### config.mk
export PLATFORM = sky130hd
export DESIGN_NAME = mem_arbiter_flat
export DESIGN_NICKNAME = d
export VERILOG_FILES = /design/src/rtl/mem_arb_pkg.sv /design/src/rtl/mem_arbiter_if.sv /design/src/rtl/mem_arb_prio.sv /design/src/rtl/mem_arbiter.sv /design/src/flat_wrapper.sv
export SDC_FILE = /design/constraint.sdc
export NUM_CORES = 1
export LEC_CHECK = 0
export CORE_MARGIN = 1.5
export CORE_UTILIZATION = 42
export DETAILED_ROUTE_END_ITERATION = 6
export PLACE_DENSITY = 0.86
export SYNTH_ARGS = -nofsm -noshare
export SYNTH_HDL_FRONTEND = slang
export SYNTH_SLANG_ARGS = --single-unit
export TNS_END_PERCENT = 10
### constraint.sdc
create_clock -name clk -period 10.62 [get_ports clk]
set_input_delay 3.186 -clock clk [delete_from_list [all_inputs] [get_ports clk]]
set_output_delay 3.186 -clock clk [all_outputs]
set_load 0.005 [all_outputs]
### src/rtl/mem_arb_pkg.sv
// Shared definitions for the memory arbiter.
//   arb_state_t         : arbiter FSM states
//   HALT_OPCODE_DEFAULT : instruction word that stops instruction fetch
//   STALL_CNT_W         : width of the fetch stall counter
package mem_arb_pkg;

  typedef enum logic [1:0] {
    IDLE    = 2'd0,
    WAIT_IF = 2'd1,
    WAIT_D  = 2'd2
  } arb_state_t;

  localparam logic [15:0] HALT_OPCODE_DEFAULT = 16'hF000;
  localparam int          STALL_CNT_W         = 16;

endpackage

### src/rtl/mem_arbiter_if.sv
// Bus bundle between the fetch/data requesters, the arbiter and a
// single-port synchronous memory.
//   Fetch : if_req, if_addr -> if_ack, if_rdata
//   Data  : d_req, d_we, d_addr, d_wdata -> d_ack, d_rdata
//   Memory: mem_en, mem_we, mem_addr, mem_wdata -> mem_rdata
//           (mem_rdata is valid the cycle after an enabled read)
// Modports:
//   master : the requester/memory side of the bus
//   slave  : the arbiter
interface mem_arbiter_if #(
  parameter int ADDR_W = 16,
  parameter int DATA_W = 16
);

  logic              if_req;
  logic [ADDR_W-1:0] if_addr;
  logic              if_ack;
  logic [DATA_W-1:0] if_rdata;

  logic              d_req;
  logic              d_we;
  logic [ADDR_W-1:0] d_addr;
  logic [DATA_W-1:0] d_wdata;
  logic              d_ack;
  logic [DATA_W-1:0] d_rdata;

  logic              mem_en;
  logic              mem_we;
  logic [ADDR_W-1:0] mem_addr;
  logic [DATA_W-1:0] mem_wdata;
  logic [DATA_W-1:0] mem_rdata;

  modport master (
    output if_req, if_addr, d_req, d_we, d_addr, d_wdata, mem_rdata,
    input  if_ack, if_rdata, d_ack, d_rdata,
           mem_en, mem_we, mem_addr, mem_wdata
  );

  modport slave (
    input  if_req, if_addr, d_req, d_we, d_addr, d_wdata, mem_rdata,
    output if_ack, if_rdata, d_ack, d_rdata,
           mem_en, mem_we, mem_addr, mem_wdata
  );

endinterface

### src/rtl/mem_arb_prio.sv
// Grant selection between fetch and data requests, with a starvation
// counter that forces a fetch grant after STARVE_LIMIT consecutive data
// grants taken while a fetch was waiting.
// Ports:
//   clk, rst   : clock, synchronous active-high reset
//   i_grant_ok : arbiter is able to issue an access this cycle
//   i_if_req   : raw fetch request (drives the starvation count)
//   i_if_elig  : fetch request that may actually be granted
//   i_d_req    : data request
//   o_gnt_if   : fetch granted this cycle
//   o_gnt_d    : data granted this cycle
module mem_arb_prio #(
  parameter int STARVE_LIMIT = 4
) (
  input  logic clk,
  input  logic rst,
  input  logic i_grant_ok,
  input  logic i_if_req,
  input  logic i_if_elig,
  input  logic i_d_req,
  output logic o_gnt_if,
  output logic o_gnt_d
);

  localparam int SW = (STARVE_LIMIT < 1) ? 1 : $clog2(STARVE_LIMIT + 1);
  localparam logic [SW-1:0] LIMIT = SW'(STARVE_LIMIT);

  logic [SW-1:0] r_starve;
  logic          w_starved;

  assign w_starved = (r_starve == LIMIT);

  // Data wins a collision unless fetch has been passed over LIMIT times.
  always_comb begin
    o_gnt_if = 1'b0;
    o_gnt_d  = 1'b0;
    if (i_grant_ok) begin
      if (i_d_req && !(i_if_elig && w_starved)) begin
        o_gnt_d = 1'b1;
      end else if (i_if_elig) begin
        o_gnt_if = 1'b1;
      end
    end
  end

  // Starvation counter: counts data grants that a waiting fetch lost.
  always_ff @(posedge clk) begin
    if (rst) begin
      r_starve <= '0;
    end else if (o_gnt_if) begin
      r_starve <= '0;
    end else if (o_gnt_d) begin
      if (!i_if_req) begin
        r_starve <= '0;
      end else if (!w_starved) begin
        r_starve <= r_starve + 1'b1;
      end
    end
  end

endmodule

### src/rtl/mem_arbiter.sv
// Shares one single-port synchronous memory between an instruction-fetch
// port and a load/store data port. One access is issued from IDLE, the
// next cycle is spent in a WAIT state delivering the ack and read data,
// so throughput is one access per two cycles. Fetching a HALT_OPCODE word
// sets a sticky halt that blocks further fetches; data keeps being served.
// Ports:
//   clk, rst     : clock, synchronous active-high reset
//   bus          : mem_arbiter_if.slave (fetch, data and memory signals)
//   halted       : sticky halt flag, cleared only by rst
//   if_stall_cnt : saturating count of cycles a fetch waited ungranted
module mem_arbiter
  import mem_arb_pkg::*;
#(
  parameter int              ADDR_W       = 16,
  parameter int              DATA_W       = 16,
  parameter int              STARVE_LIMIT = 4,
  parameter logic [DATA_W-1:0] HALT_OPCODE = DATA_W'(HALT_OPCODE_DEFAULT)
) (
  input  logic                   clk,
  input  logic                   rst,
  mem_arbiter_if.slave           bus,
  output logic                   halted,
  output logic [STALL_CNT_W-1:0] if_stall_cnt
);

  function automatic logic [STALL_CNT_W-1:0] sat_inc(
    input logic [STALL_CNT_W-1:0] v
  );
    return (v == '1) ? v : v + 1'b1;
  endfunction

  arb_state_t        r_state;
  arb_state_t        w_state_nxt;
  logic              w_grant_ok;
  logic              w_if_elig;
  logic              w_gnt_if;
  logic              w_gnt_d;
  logic              w_if_ack;
  logic              w_d_ack;
  logic [ADDR_W-1:0] w_mem_addr;
  logic              r_d_we_p1;
  logic [DATA_W-1:0] r_if_rdata;
  logic [DATA_W-1:0] r_d_rdata;
  logic              r_halted;
  logic [STALL_CNT_W-1:0] r_stall_cnt;

  // Issue is only possible from IDLE, and never while reset is asserted.
  assign w_grant_ok = (r_state == IDLE) && !rst;
  assign w_if_elig  = bus.if_req && !r_halted;

  mem_arb_prio #(
    .STARVE_LIMIT (STARVE_LIMIT)
  ) u_prio (
    .clk        (clk),
    .rst        (rst),
    .i_grant_ok (w_grant_ok),
    .i_if_req   (bus.if_req),
    .i_if_elig  (w_if_elig),
    .i_d_req    (bus.d_req),
    .o_gnt_if   (w_gnt_if),
    .o_gnt_d    (w_gnt_d)
  );

  // ---- stage p0: issue to memory (combinational from the granted port)
  assign w_mem_addr    = w_gnt_if ? bus.if_addr : bus.d_addr;
  assign bus.mem_en    = w_gnt_if | w_gnt_d;
  assign bus.mem_we    = w_gnt_d & bus.d_we;
  assign bus.mem_addr  = w_mem_addr;
  assign bus.mem_wdata = bus.d_wdata;

  always_comb begin
    w_state_nxt = r_state;
    case (r_state)
      IDLE: begin
        if (w_gnt_if) begin
          w_state_nxt = WAIT_IF;
        end else if (w_gnt_d) begin
          w_state_nxt = WAIT_D;
        end
      end
      WAIT_IF: w_state_nxt = IDLE;
      WAIT_D:  w_state_nxt = IDLE;
      default: w_state_nxt = IDLE;
    endcase
  end

  always_ff @(posedge clk) begin
    if (rst) begin
      r_state <= IDLE;
    end else begin
      r_state <= w_state_nxt;
    end
  end

  // Direction of the outstanding data access, needed at ack time.
  always_ff @(posedge clk) begin
    if (w_gnt_d) begin
      r_d_we_p1 <= bus.d_we;
    end
  end

  // ---- stage p1: ack and read data return
  // Reset during WAIT drops the ack outright; a write already issued stays.
  assign w_if_ack = (r_state == WAIT_IF) && !rst;
  assign w_d_ack  = (r_state == WAIT_D) && !rst;

  // Read data passes straight through on the ack cycle and is held after.
  assign bus.if_ack   = w_if_ack;
  assign bus.if_rdata = w_if_ack ? bus.mem_rdata : r_if_rdata;
  assign bus.d_ack    = w_d_ack;
  assign bus.d_rdata  = (w_d_ack && !r_d_we_p1) ? bus.mem_rdata : r_d_rdata;

  always_ff @(posedge clk) begin
    if (rst) begin
      r_if_rdata <= '0;
      r_d_rdata  <= '0;
    end else begin
      if (w_if_ack) begin
        r_if_rdata <= bus.mem_rdata;
      end
      if (w_d_ack && !r_d_we_p1) begin
        r_d_rdata <= bus.mem_rdata;
      end
    end
  end

  always_ff @(posedge clk) begin
    if (rst) begin
      r_halted <= 1'b0;
    end else if (w_if_ack && (bus.mem_rdata == HALT_OPCODE)) begin
      r_halted <= 1'b1;
    end
  end

  // WAIT cycles with a fetch pending count as stall too; a halted core
  // is not considered stalled.
  always_ff @(posedge clk) begin
    if (rst) begin
      r_stall_cnt <= '0;
    end else if (bus.if_req && !w_gnt_if && !r_halted) begin
      r_stall_cnt <= sat_inc(r_stall_cnt);
    end
  end

  assign halted       = r_halted;
  assign if_stall_cnt = r_stall_cnt;

endmodule

### src/flat_wrapper.sv
// flat-port wrapper written by rule: the top's interface ports become plain ports
module mem_arbiter_flat import mem_arb_pkg::*;
#(
  parameter int              ADDR_W       = 16,
  parameter int              DATA_W       = 16,
  parameter int              STARVE_LIMIT = 4,
  parameter logic [DATA_W-1:0] HALT_OPCODE = DATA_W'(HALT_OPCODE_DEFAULT)
)
  (clk, rst, halted, if_stall_cnt, bus_if_req, bus_if_addr, bus_d_req, bus_d_we, bus_d_addr, bus_d_wdata, bus_mem_rdata, bus_if_ack, bus_if_rdata, bus_d_ack, bus_d_rdata, bus_mem_en, bus_mem_we, bus_mem_addr, bus_mem_wdata);
  mem_arbiter_if #(.ADDR_W(ADDR_W), .DATA_W(DATA_W)) bus_i ();
  input  logic clk;
  input  logic rst;
  output logic halted;
  output logic [STALL_CNT_W-1:0] if_stall_cnt;
  input wire logic [$bits(bus_i.if_req)-1:0] bus_if_req;
  input wire logic [$bits(bus_i.if_addr)-1:0] bus_if_addr;
  input wire logic [$bits(bus_i.d_req)-1:0] bus_d_req;
  input wire logic [$bits(bus_i.d_we)-1:0] bus_d_we;
  input wire logic [$bits(bus_i.d_addr)-1:0] bus_d_addr;
  input wire logic [$bits(bus_i.d_wdata)-1:0] bus_d_wdata;
  input wire logic [$bits(bus_i.mem_rdata)-1:0] bus_mem_rdata;
  output wire logic [$bits(bus_i.if_ack)-1:0] bus_if_ack;
  output wire logic [$bits(bus_i.if_rdata)-1:0] bus_if_rdata;
  output wire logic [$bits(bus_i.d_ack)-1:0] bus_d_ack;
  output wire logic [$bits(bus_i.d_rdata)-1:0] bus_d_rdata;
  output wire logic [$bits(bus_i.mem_en)-1:0] bus_mem_en;
  output wire logic [$bits(bus_i.mem_we)-1:0] bus_mem_we;
  output wire logic [$bits(bus_i.mem_addr)-1:0] bus_mem_addr;
  output wire logic [$bits(bus_i.mem_wdata)-1:0] bus_mem_wdata;
  assign bus_i.if_req = bus_if_req;
  assign bus_i.if_addr = bus_if_addr;
  assign bus_i.d_req = bus_d_req;
  assign bus_i.d_we = bus_d_we;
  assign bus_i.d_addr = bus_d_addr;
  assign bus_i.d_wdata = bus_d_wdata;
  assign bus_i.mem_rdata = bus_mem_rdata;
  assign bus_if_ack = bus_i.if_ack;
  assign bus_if_rdata = bus_i.if_rdata;
  assign bus_d_ack = bus_i.d_ack;
  assign bus_d_rdata = bus_i.d_rdata;
  assign bus_mem_en = bus_i.mem_en;
  assign bus_mem_we = bus_i.mem_we;
  assign bus_mem_addr = bus_i.mem_addr;
  assign bus_mem_wdata = bus_i.mem_wdata;
  mem_arbiter #(.ADDR_W(ADDR_W), .DATA_W(DATA_W), .STARVE_LIMIT(STARVE_LIMIT), .HALT_OPCODE(HALT_OPCODE)) u_core (.clk(clk), .rst(rst), .bus(bus_i), .halted(halted), .if_stall_cnt(if_stall_cnt));
endmodule
Word level (Yosys, flattened, before mapping)

Cells that the tools add are included.

Equality and inequality tests: 6
Add/sub/neg operators: 2
Bitwise operators: 4
Multiplexer cells: 12
Reduce and logical (&&, ||, !) cells: 22

Operators with widths:

| operator                                             | count |
|---|---|
| 2-to-1 mux 16 bit                                    | 3 |
| equality test 16 bit (second input constant)         | 2 |
| adder 16 x 1 -> 16 bit (second input constant)       | 1 |
| logical AND 1 bit                                    | 10 |
| 2-to-1 mux 1 bit                                     | 7 |
| 2-to-1 mux 3 bit                                     | 2 |
| zero test 1 bit                                      | 5 |
| AND reduction 2 bit                                  | 2 |
| OR reduction 2 bit                                   | 2 |
| adder 3 x 1 -> 3 bit (second input constant)         | 1 |
| equality test 3 bit (second input constant)          | 1 |
| OR reduction 3 bit                                   | 1 |
| equality test 2 x 1 -> 1 bit (second input constant) | 1 |
| equality test 2 bit (second input constant)          | 1 |
| zero test 2 bit                                      | 1 |
| != test 2 bit (second input constant)                | 1 |
| inverter 1 bit                                       | 2 |
| nonzero test 2 bit                                   | 1 |
| bitwise AND 1 bit                                    | 1 |
| bitwise OR 1 bit                                     | 1 |

Register bits after elaboration: 55
Input port bits: 69
Logic and storage cells: 54

Longest topological paths before layout

Gate-level depths: netlist of run 1.

Depth in word-level cells: 11
Gate-level depth with buffers: 8
Mapped depth without buffers: 6

Cells and area by module

From an unflattened synthesis of run 1, not the netlist that was laid out.

Cells, all modules: 285
Area, all modules: 2,793.9 um2

Modules (own cells, without submodules):

| module       | cells an instance | times used | area each (um2) | sequential area each (um2) |
|---|---|---|---|---|
| mem_arbiter  | 258               | 1          | 2,581.2         | 1,051.0 |
| mem_arb_prio | 27                | 1          | 212.7           | 60.1 |

Least setup slack after synthesis of run 1

No wires, ideal clock.

Path type: input to output
Start point: input rst
End point: output bus_mem_addr[10]
Path slack: 2.881 ns
Buffers on the path: 2
Data arrival time: 4.553 ns
Stages: 5
Cells stage by stage: nor3_1 and3_1 buf_4 buf_2 mux2_2

Word-level cells in the longest chain between the ends: 4

Ends and longest elaborated chain:

| item              | RTL line           | text |
|---|---|---|
| from (decl)       | flat_wrapper.sv:12 | `input logic rst;` |
| zero test 1 bit   | mem_arbiter.sv:48  | `assign w_grant_ok = (r_state == IDLE) && !rst;` |
| logical AND 1 bit | mem_arbiter.sv:48  |  |
| 2-to-1 mux 1 bit  | mem_arb_prio.sv:37 | `if (i_grant_ok) begin` |
| 2-to-1 mux 16 bit | mem_arbiter.sv:65  | `assign w_mem_addr = w_gnt_if ? bus.if_addr : bus.d_addr;` |
| to (decl)         | flat_wrapper.sv:28 | `output wire logic [$bits(bus_i.mem_addr)-1:0] bus_mem_addr;` |

Every way passes these cells.

Worst setup path after layout of run 1

Start point: input rst
End point: output bus_mem_addr[7]

The elaborated chain is that of the path after synthesis.

==> results.py, run 1 <==
metrics = {
    "die": {
        "fp.dieArea_sq_um": 7220,
        "dieHeight_um": 85.0,
        "ios": 154,
        "start_util_pct": 43.9,
        "die_width_um": 85.0,
        "design.core.area_sq_um": 6420,
        "placementRows": 29,
    },
    "placement": {
        "gp_congestion": 0.788,
        "place_ws_ns": 1.51,
        "dp_hpwl_mm": 5.34,
        "port_buffers": 121,
    },
    "clocking": {
        "cts_root_buf": "clkbuf_8",
        "holdBufCountCts": 0,
        "path_clk_slew_ns": 0.10,
        "h-tree-depth": 2,
        "cts_tree": "yes",
        "clkSinkCount": 55,
        "cts_inserted_buffers": 5,
        "cts_setup_buffers": 0,
        "clock_path_buffers": 2,
        "clk_latency_ns": 0.30,
        "cts_resized": 0,
    },
    "sta": {
        "worst_pin_slew_ns": 0.994,
        "slew_viol_final": 0,
        "postLayoutSetupSlackWorst_ns": 1.47,
        "rsz0062_at_grt": "no",
        "hold_viol": 0,
        "skew_ns": 0.00235,
        "min_period_ns": 9.15,
        "fmaxAchievable_ghz": 0.109,
        "tns_ns": 0,
        "setup_violations": 0,
        "finalCritPeriodShare_pct": 86.2,
        "slew_headroom_pct": 33.7,
    },
    "drt": {
        "drt-vias-per-instance": 5.25,
        "wl_mm": 7.07,
        "ant_nets": 0,
        "wl_per_cell_um": 15.3,
        "firstDrtPassIters": 6,
        "drc": 13,
        "drt_iter0_markers": 112,
        "route.vias.total": 2421,
    },
    "worst_setup_path": {
        "start_kind": "input port",
        "critPathCaptureType": "output pin",
        "cp.required_ns": 7.43,
        "worstPathMaxFanout": 57,
        "reg2reg_slack_ns": 8.27,
        "arrival_ns": 5.97,
        "path_class": "in2out",
    },
    "pwr": {
        "seqPwrFrac_pct": 53.3,
        "power.internal_uw": 303,
        "combPwrFrac_pct": 17.5,
        "p_sw_uw": 95.8,
        "p_leak_nw": 1.49,
        "swShare_pct": 24.0,
        "p_per_area_nw_per_um2": 98.6,
        "pwr-share-clk_pct": 29.2,
        "ir_worst_vdd_uv": 57.6,
    },
    "synth": {
        "synthCells": 283,
        "synthArstFlopShare_pct": 0,
        "yosys.cell_types.count": 42,
        "syn_avg_cell_area_sq_um": 9.97,
        "synth_edf_count": 1,
        "synth_seq_cells": 55,
        "synth.yosys.seq_area_share_pct": 39.4,
        "syn-num-nets": 355,
        "syn-cell-area_sq_um": 2820,
        "ys.flop_type": "dfxtp_1",
        "yosysWarningCount": 0,
    },
    "status": {
        "violations": "DRC",
        "outcome": "finished with violations",
    },
    "flow_run": {
        "cap_violations": 0,
    },
    "global_route": {
        "grt_usage_pct": 19.0,
        "grt_max_degree": 58,
        "grt_pass1_vias": 2307,
        "antenna_found_initial": 0,
        "grt_pass1_wl_mm": 11.2,
        "gr-total-overflow": 0,
    },
    "layout": {
        "drive_above_1_share_pct": 16.7,
        "fill_cells": 542,
        "n_antenna_cell": 0,
        "area_growth_syn_to_layout_pct": 43.3,
        "fin_nets": 455,
        "multi_input_area_sq_um": 1510,
        "seqCellArea_sq_um": 1110,
    },
    "min_path": {
        "hold_path.class": "reg2reg",
    },
}
[power by group through the flow]
stage | sequential (mW) | clock [mW] | combinational, mW
4_1_cts | 0.212 | 0.120 | 0.0701
3_3_place_gp | 0.217 | 0 | 0.0681
3_5_place_dp | 0.217 | 0 | 0.0696
6_report | 0.212 | 0.117 | 0.0698
5_1_grt | 0.213 | 0.128 | 0.0751
2_1_floorplan | 0.217 | 0 | 0.0321
[area by class of cell]
cell class,instances,share of cell area [%]
multi-input combinational,193,37.2
timing repair buffer,124,30.4
sequential,55,27.5
tap,77,2.38
clock buffer,6,1.79
clock inverter,2,0.371
inverter,4,0.371
[metal layers]
layer | global-route usage (%) | vias up | part of all wire (%)
met5 | 0 | - | 0
met4 | 4.32 | 0 | 0.79
met3 | 3.11 | 8 | 4.4
met2 | 32.5 | 69 | 50
met1 | 25.2 | 1130 | 45
li1 | - | 1214 | -
[Yosys cell counts, types with 2 or more instances]
| cell type | count | share of area [%] |
|---|---|---|
| a21boi_0 | 2 | 0.53 |
| a21oi_1 | 13 | 2.3 |
| and2_1 | 3 | 0.67 |
| and3_1 | 3 | 0.67 |
| and4_1 | 6 | 1.9 |
| buf_2 | 6 | 1.1 |
| buf_4 | 17 | 4.5 |
| clkbuf_1 | 7 | 0.93 |
| dfxtp_1 | 54 | 38 |
| ha_1 | 3 | 1.3 |
| inv_1 | 4 | 0.53 |
| mux2_2 | 52 | 21 |
| nand2_1 | 6 | 0.80 |
| nand3_1 | 8 | 1.4 |
| nand4_1 | 4 | 0.89 |
| nor2_1 | 8 | 1.1 |
| nor2b_1 | 38 | 8.4 |
| nor3_1 | 3 | 0.53 |
| nor3b_1 | 2 | 0.53 |
| nor4_1 | 5 | 1.1 |
| nor4b_1 | 2 | 0.62 |
| o21ai_0 | 2 | 0.35 |
| o311a_1 | 2 | 0.71 |
| o31ai_1 | 7 | 1.9 |
| or4_1 | 9 | 2.4 |
[per-stage QoR]
stage	total power [mW]	cell area, sq um	instances	utilization (%)	hold WS (ns)
6_report	0.399	4040	461	63.0	0.525
3_5_place_dp	0.287	3960	453	61.6	0.506
2_1_floorplan	0.249	2820	283	-	0.489
4_1_cts	0.403	4040	461	63.0	0.527
5_1_grt	0.416	4040	461	63.0	0.545
3_3_place_gp	0.285	3960	453	61.6	0.505
[sequential cells by signal (all words and copies together) (netlist names)]
| name | cells |
|---|---|
| u_core.if_stall_cnt | 16 |
| u_core.r_d_rdata | 16 |
| u_core.r_if_rdata | 16 |
| u_core.u_prio.r_starve | 3 |
| u_core.r_state | 2 |
| u_core.halted | 1 |
| u_core.r_d_we_p1 | 1 |
[cell usage in the layout, fill, tap and decap left out, types with 4 or more instances in the layout]
| master | count |
|---|---|
| a21oi_1 | 13 |
| o31ai_1 | 7 |
| nand4_1 | 4 |
| clkbuf_8 | 5 |
| clkdlybuf4s50_1 | 120 |
| mux2_2 | 52 |
| nor2b_1 | 38 |
| and4_1 | 6 |
| nand3_1 | 8 |
| nand2_1 | 6 |
| or4_1 | 9 |
| nor4_1 | 5 |
| nor2_1 | 8 |
| inv_1 | 4 |
| dfxtp_1 | 54 |
[critical path: stages]
cell and delay (ns):
buf_2 0.40, nor3_1 0.69, and3_1 0.77, mux2_2 0.42
clkdlybuf4s50_1 0.48
[final timing paths]
kind,cells past startpoint,start,end
worst max-delay path,5,rst,bus_mem_addr[7]
worst min-delay path,2,u_core.if_stall_cnt[5]$_SDFFE_PP0P_,u_core.if_stall_cnt[5]$_SDFFE_PP0P_
worst max register to register,6,u_core.u_prio.r_starve[0]$_SDFFE_PP0P_,u_core.if_stall_cnt[14]$_SDFFE_PP0P_
worst min register to register,2,u_core.if_stall_cnt[5]$_SDFFE_PP0P_,u_core.if_stall_cnt[5]$_SDFFE_PP0P_
[cells by family after synthesis]
family | synth area share [%]
multiplexers | 20.8
buffers and inverters | 7.45
adder cells (fa/ha/maj) | 1.33
AND/OR/NAND/NOR | 22.0
XOR/XNOR | 0.310
flip-flops | 39.4
AO/OA/AOI/OAI | 8.78
(Power assumes the default switching activity.)
==> inputs of run 2 (changes only) <==
--- a/config.mk
+++ b/config.mk
@@ -7,6 +7,7 @@
 export LEC_CHECK = 0
 export CORE_MARGIN = 1.5
 export CORE_UTILIZATION = 42
+export CTS_CLUSTER_DIAMETER = 80
 export DETAILED_ROUTE_END_ITERATION = 6
 export PLACE_DENSITY = 0.86
 export SYNTH_ARGS = -nofsm -noshare
==> results of run 2 <==
Final layout, timing and power as in run 1 (identical DEF).
==> inputs of run 3 (changes only) <==
--- a/config.mk
+++ b/config.mk
@@ -5,11 +5,11 @@
 export SDC_FILE = /design/constraint.sdc
 export NUM_CORES = 1
 export LEC_CHECK = 0
+export ABC_CLOCK_PERIOD_IN_PS = 8900
 export CORE_MARGIN = 1.5
-export CORE_UTILIZATION = 42
-export CTS_CLUSTER_DIAMETER = 80
+export CORE_UTILIZATION = 39
 export DETAILED_ROUTE_END_ITERATION = 6
-export PLACE_DENSITY = 0.86
+export PLACE_DENSITY = 0.81
 export SYNTH_ARGS = -nofsm -noshare
 export SYNTH_HDL_FRONTEND = slang
 export SYNTH_SLANG_ARGS = --single-unit
==> constraint.sdc (replaced) <==
create_clock -name clk -period 8.9 [get_ports clk]
set_input_delay 2.67 -clock clk [delete_from_list [all_inputs] [get_ports clk]]
set_output_delay 2.67 -clock clk [all_outputs]
set_load 0.005 [all_outputs]
==> results.py, run 3 (synthesis gave the netlist of run 1 again) <==
metrics = {
    "sta": {
        "fmaxAchievable_ghz": 0.131,
        "finalCritPeriodShare_pct": 85.8,
        "postLayoutSetupSlackWorst_ns": 1.26,
        "min_period_ns": 7.64,
        "rsz0062_at_grt": "no",
        "slew_viol_final": 0,
        "tns_ns": 0,
        "skew_ns": 0.00644,
        "hold_viol": 0,
        "setup_violations": 0,
        "worst_pin_slew_ns": 0.727,
        "slew_headroom_pct": 51.2,
    },
    "pwr": {
        "p_per_area_nw_per_um2": 116,
        "totalPowerFinal_uw": 471,
        "ir_worst_vdd_uv": 59.9,
        "p_leak_nw": 1.49,
    },
    "layout": {
        "area_growth_syn_to_layout_pct": 44.3,
        "fin_nets": 456,
        "mostFrequentLayoutCells": "clkdlybuf4s50_1 (120), dfxtp_1 (54), mux2_2 (52)",
        "final_common_cell": "clkdlybuf4s50_1",
        "n_antenna_cell": 0,
        "drive_above_1_share_pct": 16.9,
    },
    "drt": {
        "wl_mm": 7.00,
        "drt_iter0_markers": 93,
        "route.vias.total": 2501,
        "drc": 0,
        "drt-vias-per-instance": 5.20,
        "wl_per_cell_um": 14.5,
        "firstDrtPassIters": 4,
        "ant_nets": 0,
    },
    "die": {
        "start_util_pct": 40.9,
        "design.core.area_sq_um": 6910,
        "placementRows": 30,
        "ios": 154,
        "dieHeight_um": 88.1,
        "die_width_um": 88.1,
        "fp.dieArea_sq_um": 7750,
    },
    "clocking": {
        "cts_resized": 0,
        "h-tree-depth": 2,
        "clk_latency_ns": 0.31,
        "clkSinkCount": 55,
        "cts_setup_buffers": 0,
        "path_clk_slew_ns": 0.09,
        "clock_path_buffers": 2,
        "holdBufCountCts": 0,
        "cts_tree": "yes",
        "cts_root_buf": "clkbuf_8",
        "cts_inserted_buffers": 5,
    },
    "min_path": {
        "hold_path.class": "reg2reg",
    },
    "worst_setup_path": {
        "path_class": "in2out",
        "worstPathMaxFanout": 17,
        "critPathCaptureType": "output pin",
        "start_kind": "input port",
        "arrival_ns": 4.97,
        "cp.required_ns": 6.23,
    },
    "placement": {
        "gp_congestion": 0.820,
        "place_ws_ns": 1.25,
        "port_buffers": 121,
        "dp_hpwl_mm": 5.19,
    },
    "global_route": {
        "grt_pass1_wl_mm": 11.1,
        "grt_usage_pct": 18.0,
        "grt_pass1_vias": 2428,
        "gr-total-overflow": 0,
        "antenna_found_initial": 0,
        "grt_max_degree": 57,
    },
    "status": {
        "outcome": "finished, final reports clean",
    },
    "flow_run": {
        "cap_violations": 0,
    },
}
[run 3: path summary, 6_finish.rpt]
| path | end | slack [ns] | startpoint | depth (start not counted) |
|---|---|---|---|---|
| worst max-delay path | bus_mem_addr[12] | 1.26 | bus_if_req | 5 |
| worst min-delay path | u_core.if_stall_cnt[1]$_SDFFE_PP0P_ | 0.52 | u_core.if_stall_cnt[1]$_SDFFE_PP0P_ | 2 |
| worst max register to register | u_core.if_stall_cnt[8]$_SDFFE_PP0P_ | 6.57 | u_core.u_prio.r_starve[0]$_SDFFE_PP0P_ | 6 |
| worst min register to register | u_core.if_stall_cnt[1]$_SDFFE_PP0P_ | 0.52 | u_core.if_stall_cnt[1]$_SDFFE_PP0P_ | 2 |
[run 3: power breakdown]
| part | internal (mW) | total, mW | switching (mW) |
|---|---|---|---|
| clock | 0.0554 | 0.135 | 0.0792 |
| sequential | 0.251 | 0.253 | 0.00210 |
| combinational | 0.0535 | 0.0828 | 0.0293 |
| total | 0.360 | 0.471 | 0.111 |
[run 3: cell type report]
cell class / instances / area, sq um
multi-input cells: 193 / 1510
flip-flops and latches: 55 / 1110
clock buffers: 6 / 72.6
repair buffers: 125 / 1240
inverters: 4 / 15.0
fillers: 618 / 2840
well taps: 96 / 120
clock inverters: 2 / 11.3
[run 3: worst max-delay path, stage by stage]
cell and delay (ns):
clkdlybuf4s50_1 0.51, nor2b_1 0.26, and3_1 0.66, mux2_2 0.41
clkdlybuf4s50_1 0.45
[run 3: through the flow]
step                hold WS, ns  cells  util (%)  instance area [sq um]
floorplan                 0.489    283         -                   2820
global placement          0.492    473      57.7                   3990
detailed placement        0.510    473      57.7                   3990
CTS                       0.525    481      58.9                   4070
global route              0.559    481      58.9                   4070
finish                    0.521    481      58.9                   4070
[run 3: layer usage]
| layer | global-route usage (%) | wire length, um | share of wire [%] |
|---|---|---|---|
| met1 | 20.7 | 2890 | 41 |
| met2 | 32.5 | 3520 | 50 |
| met3 | 5.28 | 525 | 7.5 |
| met4 | 4.83 | 57 | 0.81 |
| met5 | 0 | 0 | 0 |
